File: src/rtl/mem_arbiter.sv
// Two-requester arbiter in front of an 8x8 single-port memory.
// Alternating-priority grant, single-cycle writes, READ_LAT-cycle reads, one-cycle clear.
//
// state | meaning
// IDLE  | pick a requester (or clear) and latch its request
// WRITE | one-cycle write strobe with latched address/data
// READ  | READ_LAT cycles of read strobe; capture on the last edge
// RESP  | one-cycle rvalid to the granted requester
// CLEAR | one-cycle memory reset, clear_done pulse
module mem_arbiter #(
    parameter int READ_LAT = 1
) (
    input  logic       clock,
    input  logic       reset,
    input  logic       req0_valid,
    input  logic       req0_write,
    input  logic [2:0] req0_address,
    input  logic [7:0] req0_wdata,
    output logic       req0_ready,
    output logic       req0_rvalid,
    input  logic       req1_valid,
    input  logic       req1_write,
    input  logic [2:0] req1_address,
    input  logic [7:0] req1_wdata,
    output logic       req1_ready,
    output logic       req1_rvalid,
    output logic [7:0] rdata,
    input  logic       clear_req,
    output logic       clear_done,
    output logic [2:0] mem_address,
    output logic [7:0] mem_data_in,
    output logic       mem_chip_select,
    output logic       mem_read_en,
    output logic       mem_write_en,
    output logic       mem_reset,
    input  logic [7:0] mem_data_out
);

    typedef enum logic [2:0] {IDLE, WRITE, READ, RESP, CLEAR} state_t;

    localparam logic [1:0] LAT_LOAD = 2'(READ_LAT - 1);

    state_t     state, state_nxt;
    logic [1:0] lat_cnt;
    logic [2:0] addr_q;
    logic [7:0] wdata_q;
    logic       grant_q;
    logic       last_grant;
    logic       sel0, sel1, accept, sel_write;

    // On a tie the requester that was not granted last time wins.
    assign sel1      = req1_valid && (!req0_valid || !last_grant);
    assign sel0      = req0_valid && !sel1;
    assign accept    = (state == IDLE) && !clear_req && (sel0 || sel1);
    assign sel_write = sel1 ? req1_write : req0_write;

    assign mem_address = addr_q;
    assign mem_data_in = wdata_q;

    always_comb begin
        state_nxt       = state;
        req0_ready      = 1'b0;
        req1_ready      = 1'b0;
        req0_rvalid     = 1'b0;
        req1_rvalid     = 1'b0;
        clear_done      = 1'b0;
        mem_chip_select = 1'b0;
        mem_read_en     = 1'b0;
        mem_write_en    = 1'b0;
        mem_reset       = 1'b0;
        case (state)
            IDLE: begin
                if (clear_req) begin
                    state_nxt = CLEAR;
                end else begin
                    req0_ready = sel0;
                    req1_ready = sel1;
                    if (sel0 || sel1)
                        state_nxt = sel_write ? WRITE : READ;
                end
            end
            WRITE: begin
                mem_chip_select = 1'b1;
                mem_write_en    = 1'b1;
                state_nxt       = IDLE;
            end
            READ: begin
                mem_chip_select = 1'b1;
                mem_read_en     = 1'b1;
                if (lat_cnt == 2'd0)
                    state_nxt = RESP;
            end
            RESP: begin
                req0_rvalid = !grant_q;
                req1_rvalid = grant_q;
                state_nxt   = IDLE;
            end
            CLEAR: begin
                mem_reset  = 1'b1;
                clear_done = 1'b1;
                state_nxt  = IDLE;
            end
            default: state_nxt = IDLE;
        endcase
        // Reset silences every handshake and strobe and clears the memory with us.
        if (reset) begin
            req0_ready      = 1'b0;
            req1_ready      = 1'b0;
            req0_rvalid     = 1'b0;
            req1_rvalid     = 1'b0;
            clear_done      = 1'b0;
            mem_chip_select = 1'b0;
            mem_read_en     = 1'b0;
            mem_write_en    = 1'b0;
            mem_reset       = 1'b1;
        end
    end

    always_ff @(posedge clock) begin
        if (reset) begin
            state      <= IDLE;
            last_grant <= 1'b1;
            grant_q    <= 1'b0;
            addr_q     <= 3'd0;
            wdata_q    <= 8'h00;
            lat_cnt    <= 2'd0;
            rdata      <= 8'h00;
        end else begin
            state <= state_nxt;
            if (accept) begin
                addr_q     <= sel1 ? req1_address : req0_address;
                wdata_q    <= sel1 ? req1_wdata : req0_wdata;
                grant_q    <= sel1;
                last_grant <= sel1;
                lat_cnt    <= LAT_LOAD;
            end
            if (state == READ) begin
                if (lat_cnt == 2'd0)
                    rdata <= mem_data_out;
                else
                    lat_cnt <= lat_cnt - 2'd1;
            end
        end
    end

endmodule
File: config.mk
export PLATFORM = sky130hd
export DESIGN_NAME = mem_arbiter
export DESIGN_NICKNAME = d
export VERILOG_FILES = /design/src/rtl/mem_arbiter.sv
export SDC_FILE = /design/constraint.sdc
export NUM_CORES = 1
export LEC_CHECK = 0
export CORE_ASPECT_RATIO = 0.7
export CORE_UTILIZATION = 55
export CTS_CLUSTER_DIAMETER = 150
export DETAILED_ROUTE_END_ITERATION = 7
export DONT_BUFFER_PORTS = 1
export PLACE_DENSITY = 0.66
export SLEW_MARGIN = 20
export SYNTH_ARGS = -nofsm -noshare
export SYNTH_HDL_FRONTEND = slang
export SYNTH_SLANG_ARGS = --single-unit
export TNS_END_PERCENT = 20
File: constraint.sdc
create_clock -name clock -period 3.4 [get_ports clock]
set_input_delay 0.68 -clock clock [delete_from_list [all_inputs] [get_ports clock]]
set_output_delay 0.68 -clock clock [all_outputs]
set_load 0.01 [all_outputs]
# After elaboration in Yosys (flattened, before gate mapping)
# Cells that the tools add are included.
# totals
out_inout_bits,28
input_bits,37
word_cells,60
register_bits,26
# op_classes
n_reduce_logical,16
mux,30
eq_ne,6
n_addsub,1
# ops
cell,count
$mux W1,20
$mux W3,4
$mux W2,4
$mux W8,1
$eq A3 B2 Y1 const B,2
$pmux W3 S2,1
$logic_not A1 Y1,5
$logic_and A1 B1 Y1,4
$reduce_and A2 Y1,2
$eq A3 B1 Y1 const B,1
$eq A3 B3 Y1 const B,1
$logic_not A3 Y1,1
$ne A3 B2 Y1 const B,1
$logic_not A2 Y1,1
$logic_or A1 B1 Y1,2
$ne A2 B2 Y1 const B,1
$reduce_or A2 Y1,1
$sub A2 B1 Y2 const B,1

# Depth between registers and ports, before layout
# Gate-level depths: netlist (run 1).
# logic_depth
word_depth,10
depth_mapped,5
ltp_nobuf,3

# Least setup slack after synthesis (run 1)
# No wires, ideal clock.
# synth_path
kind,in2out
from,input reset
to,output mem_chip_select
t_required_ns,2.720
slack_ns,1.033
path_stages,3
n_path_buf,1
t_arrival_ns,1.687
cell_sequence,clkbuf_1 > nor4b_1 > o21bai_1
# synth_via
elab_chain_cells,1
# synth_lines
item,line_no,text
from (decl),14,"input logic reset,"
$mux W1,106,if (reset) begin
to (decl),32,"output logic mem_chip_select,"
# Every way passes these cells.

# Final worst setup path (run 1)
# layout_path
from,input req1_valid
to,output req0_ready
# layout_via
elab_chain_cells,6
# layout_lines
item,line_no,text
from (decl),21,"input logic req1_valid,"
$logic_and A1 B1 Y1,52,assign sel1 = req1_valid && (!req0_valid || !last_grant);
$logic_not A1 Y1,53,assign sel0 = req0_valid && !sel1;
$logic_and A1 B1 Y1,53,
$mux W1,73,if (clear_req) begin
$mux W1,71,case (state)
$mux W1,106,
to (decl),19,"output logic req0_ready,"
# Every way passes these cells.

==> results of run 1 <==
-- worst reg2reg max path, cell delays in order, from the launching register on --
cell     delay (ps)
dfxtp_1         420
nor4_4          550
buf_4           250
a21oi_1          70
a311o_2         340
-- metal layers --
metal / global-route usage / vias up
met5: 0 / -
met4: 0.04286 / 0
met3: 0.08333 / 2
met2: 0.3708 / 41
met1: 0.3236 / 486
li1: - / 493
-- through the flow --
stage	utilization	power [mW]
floorplan	-	0.4556
global placement	0.5813	0.4597
detailed placement	0.5813	0.4669
CTS	0.5918	0.5904
global route	0.5918	0.6212
finish	0.5918	0.5848
-- state kept, by name (all words and copies together), names as in the netlist --
signal and flops:
rdata 8, lat_cnt 2, mem_address 3, grant_q 1
last_grant 1, state 3, mem_data_in 8
-- final cells by class --
class / count / area, sq um
Multi-Input combinational cell: 98 / 665.6
Clock buffer: 3 / 22.52
Inverter: 1 / 3.754
Fill cell: 193 / 879.6
Tap cell: 32 / 40.04
Timing Repair Buffer: 3 / 22.52
Sequential cell: 26 / 520.5
-- synth_stat cells, types with 2 or more instances --
cell type / instances / share of area
a211oi_1: 12 / 0.071
a21oi_1: 23 / 0.091
and3b_1: 2 / 0.014
buf_2: 2 / 0.0079
buf_6: 4 / 0.036
clkbuf_1: 3 / 0.0089
dfxtp_1: 26 / 0.41
mux2i_1: 12 / 0.095
nand2_1: 4 / 0.012
nand3_1: 8 / 0.032
nor2_1: 7 / 0.021
nor3b_1: 2 / 0.012
nor4b_1: 2 / 0.014
o21ai_0: 9 / 0.036
or2_2: 2 / 0.0099
-- how the worst max path moves through the flow --
stage / endpoint / slack (ps)
3_3_place_gp: req0_ready / 1280
4_1_cts: req0_ready / 1240
2_1_floorplan: mem_chip_select / 1030
3_5_place_dp: req0_ready / 1250
5_1_grt: mem_chip_select / 1090
6_report: req0_ready / 1250
-- power by group through the flow --
| stage | clock (mW) | combinational, mW | sequential, mW |
|---|---|---|---|
| 3_3_place_gp | 0 | 0.0960 | 0.364 |
| 4_1_cts | 0.130 | 0.102 | 0.358 |
| 5_1_grt | 0.145 | 0.114 | 0.361 |
| 6_report | 0.126 | 0.102 | 0.357 |
| 3_5_place_dp | 0 | 0.102 | 0.364 |
| 2_1_floorplan | 0 | 0.0978 | 0.358 |
-- logic make-up (layout without fill, tap and decap cells) --
kind of cell           count (synthesis)  in the layout  synth area share
multiplexers                          12             12           0.09477
flip-flops                            26             26            0.4107
AND/OR/NAND/NOR                       36             36            0.1836
AO/OA/AOI/OAI                         50             50            0.2468
buffers and inverters                 12              7           0.06416
-- cell usage in the layout (no fill, tap or decap), types with 2 or more instances in the layout --
master / count
a211oi_1: 12
nor4b_1: 2
buf_4: 3
nor2_1: 7
a21oi_1: 23
nand3_1: 8
nand2_1: 4
or2_2: 2
o21ai_0: 9
clkbuf_4: 3
and3b_1: 2
dfxtp_1: 26
mux2i_1: 12
nor3b_1: 2
==> metrics.txt, run 1 <==
Metal-1 WL=1307 um; CTS Buf Count=3; EDFF count, synth=0; clk buf depth=2; Post-CTS Setup Repair Bufs=0; Syn Area/Cell=9.320 sq um; TritonCTS clock tree=yes; Met3 Wirelength=197 um; delay-heaviest family, CP=compound AO/OA/AOI/OAI gates; global placement routability congestion=0.7598; Reg power frac=0.611; Die X=59.38 um; power share of the clock group=0.215; Synth-to-Final Area Change=0.5920%; P_int=0.4149 mW; gr usage total=0.2394; Seq/Total Area, Yosys=0.4107; CP cell instances=a21boi_4 -> and3b_1; Period minus WS final=2153 ps; post-cts sizing count=0; CP endpoint kind=primary output; NetSw=0.1699 mW; DR vias/cell=6.270; leak pwr=0.4473 nW; Worst path depth=2; Hold-fix buffers, CTS=0; clk_skew=5.714 ps; Hold Crit Class=in2reg; hold wc startpoint=reset; post-synthesis instance total=136; I/O Pins=65; Net Sw Frac=0.2906; Largest stage delay, worst path=500 ps; Worst Hold End=mem_data_in[2]; Synth Flop Type=dfxtp_1; met2 WL=1256 um; Final setup viols=0; final setup TNS=0 ps; Pwr Density=458.7 mW/mm^2; worst setup path start=req1_valid; worst-path fanout max=15; Async SR Flop Fraction=0; Tcrit/Tclk final=0.6333; chip height=42.17 um; Buf/Inv on CP=0; Congestion Overflow GR=0; clock sinks=26; # nets final=170; max-cap viol count=0; fmax=464.4 MHz; RSZ-0062 raised after global routing=no; pin count of the biggest net entering global routing=29; Placement Setup Slack=1246 ps; Critical Path Source Type=primary input; mapped cell area=0.001267 sq mm; Rel. slew slack=0.5536; RR Startpoint=state[0]; end of the worst register-to-register path=last_grant; Max VDD drop=0.3572 mV; placed inst area=0.001252 sq mm; R2R cell count=4; flops & latches, synth=26; Final ANT Viol Nets=0; Cell Rows=14; Top Metal Used=met4; first-pass GRT wire length=4402 um; core region area=0.002155 sq mm; count of cell types in the netlist=33; Crit path required time=2720 ps; H-tree Lvls=1; Synthesis Warnings=0; Avg WL per Cell=17.06 um; CP Class=in2out; DRT Pass-1 Iters=4; Design Area, Final=0.001275 sq mm; Critical Path AT=1470 ps; Crit-path slowest cell=a21boi_4; layout cells sized above 1=0.1298; Detailed Route WL=2780 um; Worst-Margin Slew=667.1 ps; WHS=421.2 ps; Cell Count, Final, Fillers Out=163; clock root buffer=clkbuf_4; Synthesized Nets=173; antenna violations before repair=0; Final Hold Viols=0; number of port buffers=0; Initial Util=0.5883; HPWL after DPL=2042 um; drc violations=0; Worst-Skew Late Latency=310 ps; first-iteration detailed-routing DRC count=48; die area=0.002504 sq mm; Worst-path clk slew=130 ps; vias in the first global route=917; total number of vias=1,022; r2r setup slk=1660 ps; Hold Crit Depth=1; final worst slack=1247 ps; Combinational Power Share=0.174; cell count after placement=160; run status=complete, no violations; Pins Over Slew Limit=0; antenna cells=0
Note: power is estimated with default switching activity, not from simulation.
==> inputs of run 2 (changes only) <==
clock period = 2.1 ns   (was 3.4 ns; I/O delays follow)
==> metrics.txt, run 2 (synthesis results as in run 1) <==
Largest stage delay, worst path=410 ps (was 500 ps); CP endpoint kind=primary output (unchanged); antenna cells=0 (unchanged); # nets final=171 (was 170); HPWL after DPL=2008 um (was 2042 um); Final ANT Viol Nets=0 (unchanged); final setup TNS=0 ps (unchanged); antenna violations before repair=0 (unchanged); first-iteration detailed-routing DRC count=43 (was 48); RSZ-0062 raised after global routing=no (unchanged); max-cap viol count=0 (unchanged); Design Area, Final=0.001296 sq mm (was 0.001275 sq mm); Rel. slew slack=0.5715 (was 0.5536); clock sinks=26 (unchanged); DRT Pass-1 Iters=4 (unchanged); Post-CTS Setup Repair Bufs=0 (unchanged); Die X=59.38 um (unchanged); Crit-path slowest cell=dfxtp_1 (was a21boi_4); chip height=42.17 um (unchanged); Period minus WS final=1894 ps; global placement routability congestion=0.7680 (was 0.7598); number of port buffers=0 (unchanged); Avg WL per Cell=16.44 um (was 17.06 um); clk_skew=4.456 ps (was 5.714 ps); die area=0.002504 sq mm (unchanged); Cell Rows=14 (unchanged); Hold-fix buffers, CTS=0 (unchanged); Pwr Density=764.5 mW/mm^2 (was 458.7 mW/mm^2); DR vias/cell=6.218 (was 6.270); TritonCTS clock tree=yes (unchanged); Buf/Inv on CP=0 (unchanged); gr usage total=0.2185 (was 0.2394); vias in the first global route=947 (was 917); Core Util, Final=0.6016 (was 0.5918); Critical Path Source Type=register (was primary input); layout cells sized above 1=0.1429 (was 0.1298); CP cell instances=nor2_1 -> nand2_1 -> nor3b_1 (was a21boi_4 -> and3b_1); Final Hold Viols=0 (unchanged); Final setup viols=0 (unchanged); Detailed Route WL=2712 um (was 2780 um); Congestion Overflow GR=0 (unchanged); clock root buffer=clkbuf_4 (unchanged); first-pass GRT wire length=4188 um (was 4402 um); CTS Buf Count=3 (unchanged); placed inst area=0.001260 sq mm (was 0.001252 sq mm); total number of vias=1,026 (was 1,022); H-tree Lvls=1 (unchanged); fmax=527.9 MHz; Pins Over Slew Limit=0 (unchanged); pin count of the biggest net entering global routing=29 (unchanged); Crit path required time=1680 ps (was 2720 ps); Max VDD drop=0.4365 mV (was 0.3572 mV); Worst-path clk slew=140 ps (was 130 ps); commonest cells after routing, fill and taps aside=26 x dfxtp_1, 23 x a21oi_1, 12 x mux2i_1, 12 x a211oi_1, 9 x o21ai_0 (unchanged); I/O Pins=65 (unchanged); commonest non-fill, non-tap cell in the layout=dfxtp_1 (unchanged); drc violations=0 (unchanged); leak pwr=0.4596 nW (was 0.4473 nW); post-cts sizing count=0 (unchanged); WHS=152.3 ps (was 421.2 ps); clk buf depth=2 (unchanged); Critical Path AT=1470 ps (about the same); CP Class=reg2out (was in2out); delay-heaviest family, CP=simple AND/OR/NAND/NOR gates (was compound AO/OA/AOI/OAI gates); Worst-Margin Slew=640.3 ps (was 667.1 ps); Worst-Skew Late Latency=320 ps (was 310 ps); Tcrit/Tclk final=0.9020; Initial Util=0.5883 (unchanged); Cell Count, Final, Fillers Out=165 (was 163); worst-path fanout max=7 (was 15); core region area=0.002155 sq mm (unchanged); Synth-to-Final Area Change=2.270% (was 0.5920%); Hold Crit Class=in2reg (unchanged); cell count after placement=161 (was 160); run status=complete, no violations (unchanged)
## run 2: worst paths after layout
path              startpoint           to  slack, ps  cells past startpoint
setup reg to reg    state[1]     rdata[3]        540                      3
hold / removal         reset     rdata[0]        150                      1
setup / recovery    state[2]  req0_rvalid        210                      3
hold reg to reg   lat_cnt[1]   lat_cnt[0]        500                      2
## run 2: worst register-to-register path, stage by stage (launching register included)
cell	delay [ps]
dfxtp_1	530
or3b_2	610
o21ai_0	230
a21oi_1	100
## run 2: layer usage
metal  GRT usage  share of wire
met1      0.2910           0.46
met2      0.3416           0.45
met3     0.08642          0.097
met4     0.02857              0
met5           0              0
## run 2: metrics by stage
stage	total power, mW	worst slack (ps)
4_1_cts	1.003	201.1
6_report	0.9910	205.8
2_1_floorplan	0.7377	253.4
3_3_place_gp	0.7448	591.5
5_1_grt	1.041	112.5
3_5_place_dp	0.7537	566.1
## run 2: where the power goes
group	total [mW]	leakage [nW]	internal, mW	switching [mW]
logic	0.165	0.226	0.0744	0.0902
registers	0.578	0.213	0.532	0.0466
clock network	0.248	0.0210	0.106	0.142
## run 2: cell type report
type	instances	area, sq um
fill	198	858.3
multi-input combinational	98	665.6
sequential	26	520.5
tap	32	40.04
clock buffer	4	36.28
timing repair buffer	4	30.03
inverter	1	3.754
